**config.mk**
```make
export PLATFORM = sky130hd
export DESIGN_NAME = sevenseg_scan
export DESIGN_NICKNAME = d
export VERILOG_FILES = /design/src/rtl/sevenseg_pkg.sv /design/src/rtl/sevenseg_scan_hex7seg.sv /design/src/rtl/sevenseg_scan.sv
export SDC_FILE = /design/constraint.sdc
export NUM_CORES = 1
export LEC_CHECK = 0
export ABC_AREA = 0
export ABC_CLOCK_PERIOD_IN_PS = 2500
export CELL_PAD_IN_SITES_DETAIL_PLACEMENT = 1
export CELL_PAD_IN_SITES_GLOBAL_PLACEMENT = 1
export CORE_UTILIZATION = 39
export CTS_CLUSTER_SIZE = 25
export DETAILED_ROUTE_END_ITERATION = 8
export GPL_TIMING_DRIVEN = 1
export PLACE_DENSITY = 0.82
export SLEW_MARGIN = 10
export SYNTH_ARGS = -nofsm -noshare
export SYNTH_HDL_FRONTEND = slang
export SYNTH_SLANG_ARGS = --single-unit
```
**constraint.sdc**
```tcl
create_clock -name clk -period 2.5 [get_ports clk]
set_clock_uncertainty 0.15 [all_clocks]
set_input_delay 0.5 -clock clk [delete_from_list [all_inputs] [get_ports clk]]
set_output_delay 0.5 -clock clk [all_outputs]
set_load 0.01 [all_outputs]
```
**src/rtl/sevenseg_pkg.sv**
```systemverilog
// Shared constants, buffer type and hex decode for the seven-segment scanner.
// Leading-zero blanking is selected by SEVENSEG_LZB_EN.
package sevenseg_pkg;

    localparam int MAX_DIGITS = 16;
    localparam logic [6:0] SEG_BLANK = 7'h7F;

    typedef struct packed {
        logic [4*MAX_DIGITS-1:0] value;
        logic [MAX_DIGITS-1:0]   dp;
        logic [MAX_DIGITS-1:0]   en;
    } disp_buf_t;

    function automatic logic [6:0] hex_to_seg(input logic [3:0] nib);
        logic [6:0] s;
        unique case (nib)
            4'h0: s = 7'h40;
            4'h1: s = 7'h79;
            4'h2: s = 7'h24;
            4'h3: s = 7'h30;
            4'h4: s = 7'h19;
            4'h5: s = 7'h12;
            4'h6: s = 7'h02;
            4'h7: s = 7'h78;
            4'h8: s = 7'h00;
            4'h9: s = 7'h10;
            4'hA: s = 7'h08;
            4'hB: s = 7'h03;
            4'hC: s = 7'h46;
            4'hD: s = 7'h21;
            4'hE: s = 7'h06;
            4'hF: s = 7'h0E;
            default: s = SEG_BLANK;
        endcase
        return s;
    endfunction

endpackage

```
**src/rtl/sevenseg_scan_hex7seg.sv**
```systemverilog
// Combinational nibble to active-low gfedcba segment decoder.
// Used once by sevenseg_scan (SEVENSEG_LZB_EN has no effect here).
module hex7seg
    import sevenseg_pkg::*;
(
    input  logic [3:0] nib,
    output logic [6:0] seg
);

    always_comb begin
        seg = hex_to_seg(nib);
    end

endmodule

```
**src/rtl/sevenseg_scan.sv**
```systemverilog
// Multiplexed seven-segment scanner with frame-synchronous double buffering.
// Define SEVENSEG_LZB_EN to blank leading zero digits.
module sevenseg_scan
    import sevenseg_pkg::*;
#(
    parameter int DIGITS      = 8,
    parameter int REFRESH_DIV = 1024,
    parameter int DIM_BITS    = 4
) (
    input  logic                  clk,
    input  logic                  rst,
    input  logic [4*DIGITS-1:0]   value,
    input  logic [DIGITS-1:0]     dp_in,
    input  logic [DIGITS-1:0]     digit_en,
    input  logic                  load,
    input  logic [DIM_BITS-1:0]   brightness,
    output logic [6:0]            seg,
    output logic [DIGITS-1:0]     an,
    output logic                  dp,
    output logic                  pending,
    output logic                  frame_tick
);

    localparam int PRE_W = $clog2(REFRESH_DIV);
    localparam int IDX_W = (DIGITS > 1) ? $clog2(DIGITS) : 1;
    localparam logic [PRE_W-1:0] PRE_LAST = PRE_W'(REFRESH_DIV - 1);
    localparam logic [IDX_W-1:0] IDX_LAST = IDX_W'(DIGITS - 1);
    localparam logic [DIM_BITS-1:0] DIM_FULL = '1;

    logic [PRE_W-1:0]    pre_q, pre_d;
    logic [IDX_W-1:0]    idx_q, idx_d;
    disp_buf_t           act_q, act_d;
    disp_buf_t           pend_buf_q, pend_buf_d;
    logic                pending_q, pending_d;
    logic                frame_tick_q, frame_tick_d;
    logic [6:0]          seg_q, seg_d;
    logic [DIGITS-1:0]   an_q, an_d;
    logic                dp_q, dp_d;

    disp_buf_t           in_buf;
    logic                pre_tc;
    logic                boundary;
    logic [3:0]          nib;
    logic [6:0]          dec_seg;
    logic [DIM_BITS-1:0] phase;
    logic                shown;
    logic                lit;

    always_comb begin
        in_buf = '0;
        in_buf.value[4*DIGITS-1:0] = value;
        in_buf.dp[DIGITS-1:0]      = dp_in;
        in_buf.en[DIGITS-1:0]      = digit_en;
    end

    assign pre_tc   = (pre_q == PRE_LAST);
    assign boundary = pre_tc && (idx_q == IDX_LAST);

    always_comb begin
        pre_d        = pre_tc ? '0 : pre_q + 1'b1;
        idx_d        = idx_q;
        act_d        = act_q;
        pend_buf_d   = pend_buf_q;
        pending_d    = pending_q;
        frame_tick_d = boundary;
        if (pre_tc) begin
            idx_d = (idx_q == IDX_LAST) ? '0 : idx_q + 1'b1;
        end
        // A load on the boundary itself bypasses the pending stage.
        if (load && boundary) begin
            act_d     = in_buf;
            pending_d = 1'b0;
        end else if (load) begin
            pend_buf_d = in_buf;
            pending_d  = 1'b1;
        end else if (boundary && pending_q) begin
            act_d     = pend_buf_q;
            pending_d = 1'b0;
        end
    end

    assign nib   = act_q.value[{idx_q, 2'b00} +: 4];
    assign phase = pre_q[PRE_W-1 -: DIM_BITS];

    hex7seg u_dec (
        .nib (nib),
        .seg (dec_seg)
    );

`ifdef SEVENSEG_LZB_EN
    logic [IDX_W-1:0] msd;

    always_comb begin
        msd = '0;
        for (int i = 0; i < DIGITS; i++) begin
            if (act_q.value[4*i +: 4] != 4'h0) begin
                msd = IDX_W'(i);
            end
        end
    end

    assign shown = (idx_q <= msd);
`else
    assign shown = 1'b1;
`endif

    assign lit = act_q.en[idx_q] && shown &&
                 ((phase < brightness) || (brightness == DIM_FULL));

    always_comb begin
        seg_d = SEG_BLANK;
        an_d  = '1;
        dp_d  = 1'b1;
        if (lit) begin
            an_d[idx_q] = 1'b0;
            seg_d       = dec_seg;
            dp_d        = ~act_q.dp[idx_q];
        end
    end

    always_ff @(posedge clk) begin
        if (rst) begin
            pre_q        <= '0;
            idx_q        <= '0;
            act_q        <= '0;
            pend_buf_q   <= '0;
            pending_q    <= 1'b0;
            frame_tick_q <= 1'b0;
            seg_q        <= SEG_BLANK;
            an_q         <= '1;
            dp_q         <= 1'b1;
        end else begin
            pre_q        <= pre_d;
            idx_q        <= idx_d;
            act_q        <= act_d;
            pend_buf_q   <= pend_buf_d;
            pending_q    <= pending_d;
            frame_tick_q <= frame_tick_d;
            seg_q        <= seg_d;
            an_q         <= an_d;
            dp_q         <= dp_d;
        end
    end

    assign seg        = seg_q;
    assign an         = an_q;
    assign dp         = dp_q;
    assign pending    = pending_q;
    assign frame_tick = frame_tick_q;

endmodule

```
==> results.toml <==
[outcome]
status = "complete, no violations"

[timing]
fin_setup_tns_ns = 0
min_period_ns = 2.396
min_period_over_period_pct = 95.84
drv_slew = 0
tightest_slew_ns = 0.5403
hold_viol_final = 0
timing.fmax_mhz = 417.4
setup_viol = 0
max_slew_margin_pct = 63.52

[grt]
grt_pass1_wl_um = 25010
grtUsageTotal_pct = 21.89
grt_max_degree = 77
grt_pass1_vias = 4924
grt_remaining_overflow = 0
antenna_found_initial = 0

[critical_path]
reg2reg_depth = 7
endpoint_kind = "flop"
path_buf_inv = 1
crit_path_start = "pre_q[0]"
cp_max_fo = 46
cp-start-kind = "flop"
path_class = "reg2reg"
rrSetupSlack_ns = 0.10
cp.required_ns = 2.67
r2r_end = "act_q[0]"
worstSetupEndpoint = "act_q[0]"
crit_chain = "ha_1 -> nand2_4 -> or4_4 -> nor3_4 -> buf_12 -> nor2_1 -> a211oi_1"
critPathSlowestCell = "or4_4"
crit_cells = 7
critPathTopFamily = "simple AND/OR/NAND/NOR gates"
reg2reg_from = "pre_q[0]"
cp.arrival_ns = 2.57
cpPeakStageDelay_ns = 0.57

[detailed_routing]
wl_um = 15970
drt_iter0_drc = 277
postRouteAntennaNets = 0
drtPass1Iterations = 4
viasPerCell = 5.514
post-route-drc-count = 0
via_count = 4582
wl_per_cell_um = 19.21

[run]
cap_violations = 0

[synthesis]
synthCells = 571
ys.flop_type = "dfxtp_1"
syn_nets = 637
synth-seq-cells = 127
synth_cell_types = 56
synth_edf_count = 0
synth_top_area_share_pct = 43.80
synth.cell_area_um2 = 5804
ys_top_cells_by_area = "dfxtp_1 44%, mux2i_1 10%, a211oi_2 8.6%, nor2_1 7.5%, o22ai_1 5.1%"
ys_warn_count = 0
yosysTopAreaCell = "dfxtp_1"
synth-async-reset-ratio_pct = 0
ys_seq_area_share_pct = 43.80
syn_avg_cell_area_um2 = 10.17

[layout]
nFillCells = 1608
layout.cells.non_filler = 831
final_cell_mix = "125 x dfxtp_1, 116 x nor2_1, 71 x clkdlybuf4s50_1, 57 x mux2i_1, 47 x o22ai_1"
layout.nets = 701
final_common_cell = "dfxtp_1"
seqCellArea_um2 = 2545
drive_gt1_share_pct = 17.77
multiInputGateArea_um2 = 2914
n_antenna_cell = 0
fin_area_um2 = 7308
area_delta_synth_final_pct = 25.91

[floorplanning]
die_x_um = 124.0
io_pins = 73
rows = 44
coreArea_um2 = 14530
dieArea_um2 = 15370
die_h_um = 124.0
start_util_pct = 39.94

[placed_design]
place_congestion = 0.7993
io_buffers = 72
dp.cells = 798
placed_area_um2 = 6666
dpl.hpwl_um = 10580

[clocking]
cts.sinks = 127
insertion_delay_ns = 0.43
cts_tree = "yes"
cts_root_buf = "clkbuf_16"
hold_buffers = 0
numCtsBuffers = 17
path_clk_slew_ns = 0.06
clockBufferDepth = 2
h-tree-depth = 4

[power_and_ir_drop]
p_sw_w = 0.001096
combPwrFrac_pct = 7.4
p_clk_share_pct = 50.7
total_power_w = 0.005031
seqPwrFrac_pct = 41.9
p_leak_nw = 2.737
vdd_ir_drop_max_v = 0.0005175
power_density_nw_per_um2 = 688.4
p_int_w = 0.003935
swShare_pct = 21.78

[worst_hold_path]
min_path_type = "in2reg"
-- cells by family (layout without fill, tap and decap cells) --
kind of cell	count (synthesis)	in the layout	share of synthesized area, %
muxes	69	69	13.86
xor gates and xnor gates	8	8	1.207
AOI/OAI and AO/OA	121	121	18.28
DFF	127	127	43.80
buffers and inverters	62	138	6.704
and+or+nand+nor	173	173	13.77
adders and majority gates	11	11	2.371
-- per-layer routing --
layer	vias up	wire length, um	global-route usage [%]
met5	-	0	0
met4	0	427	11.24
met3	32	562	4.991
met2	105	8353	37.85
met1	2264	6622	25.21
li1	2181	-	-
-- state kept, by name (all words and copies together), names as in the netlist --
register / cells
act_q: 48
pend_buf_q: 48
pre_q: 10
an: 8
seg: 7
idx_q: 3
dp: 1
frame_tick: 1
pending: 1
-- synth_stat cells (5+ instances only) --
library cell,n
a211oi_1,7
a211oi_2,40
a21oi_1,6
buf_1,5
buf_2,13
buf_6,6
clkbuf_1,16
dfxtp_1,127
ha_1,11
inv_1,13
mux2i_1,59
mux4_2,9
nand2_1,16
nand2b_1,5
nand3_1,6
nor2_1,116
nor3_1,8
o22ai_1,47
xnor2_1,6
-- repair_timing --
item / 4_1_cts / 5_1_grt
gates resized for setup: 5 / 4
buffers inserted: 0 / 2
endpoints found under the setup margin: 50 / 29
-- cell type report --
| type | instances | share of cell area [%] |
|---|---|---|
| clock buffers | 24 | 6.317 |
| clock inverters | 7 | 1.849 |
| inverters | 13 | 0.6677 |
| multi-input cells | 382 | 39.87 |
| flip-flops and latches | 127 | 34.82 |
| well taps | 184 | 3.150 |
| repair buffers | 94 | 13.32 |
-- per-stage QoR --
| stage | hold WS (ns) | setup slack [ns] | utilization, % |
|---|---|---|---|
| 2_1_floorplan | 0.2799 | -0.03255 | - |
| 3_5_place_dp | 0.3244 | -0.3080 | 45.87 |
| 4_1_cts | 0.3097 | 0.007712 | 50.09 |
| 6_report | 0.3218 | 0.1040 | 50.28 |
| 5_1_grt | 0.3436 | -0.008979 | 50.28 |
| 3_3_place_gp | 0.2918 | -0.2005 | 45.87 |
-- worst min-delay path by stage --
stage	start	end	slack (ns)	cells past startpoint
final	rst	pend_buf_q[23]	0.32	2
after global routing	rst	pend_buf_q[2]	0.34	2
after global placement	pre_q[0]	pre_q[0]	0.29	1
after CTS	rst	pend_buf_q[23]	0.31	2
after floorplan	pre_q[0]	pre_q[0]	0.28	1
after detailed placement	pre_q[0]	pre_q[0]	0.32	1
-- power groups by stage --
stage	clock [W]	sequential (W)	combinational, W
after global placement	0	0.00215	0.000351
after detailed placement	0	0.00215	0.000367
after floorplan	0	0.00214	0.000216
after CTS	0.00259	0.00211	0.000373
final	0.00255	0.00211	0.000371
after global routing	0.00268	0.00211	0.000401
-- worst reg2reg max path: stages, from the launching register on --
cell and delay (ns):
dfxtp_1 0.37, ha_1 0.28, nand2_4 0.10, or4_4 0.57, nor3_4 0.22, buf_12 0.25
nor2_1 0.09, a211oi_1 0.26
(Power assumes the default switching activity.)
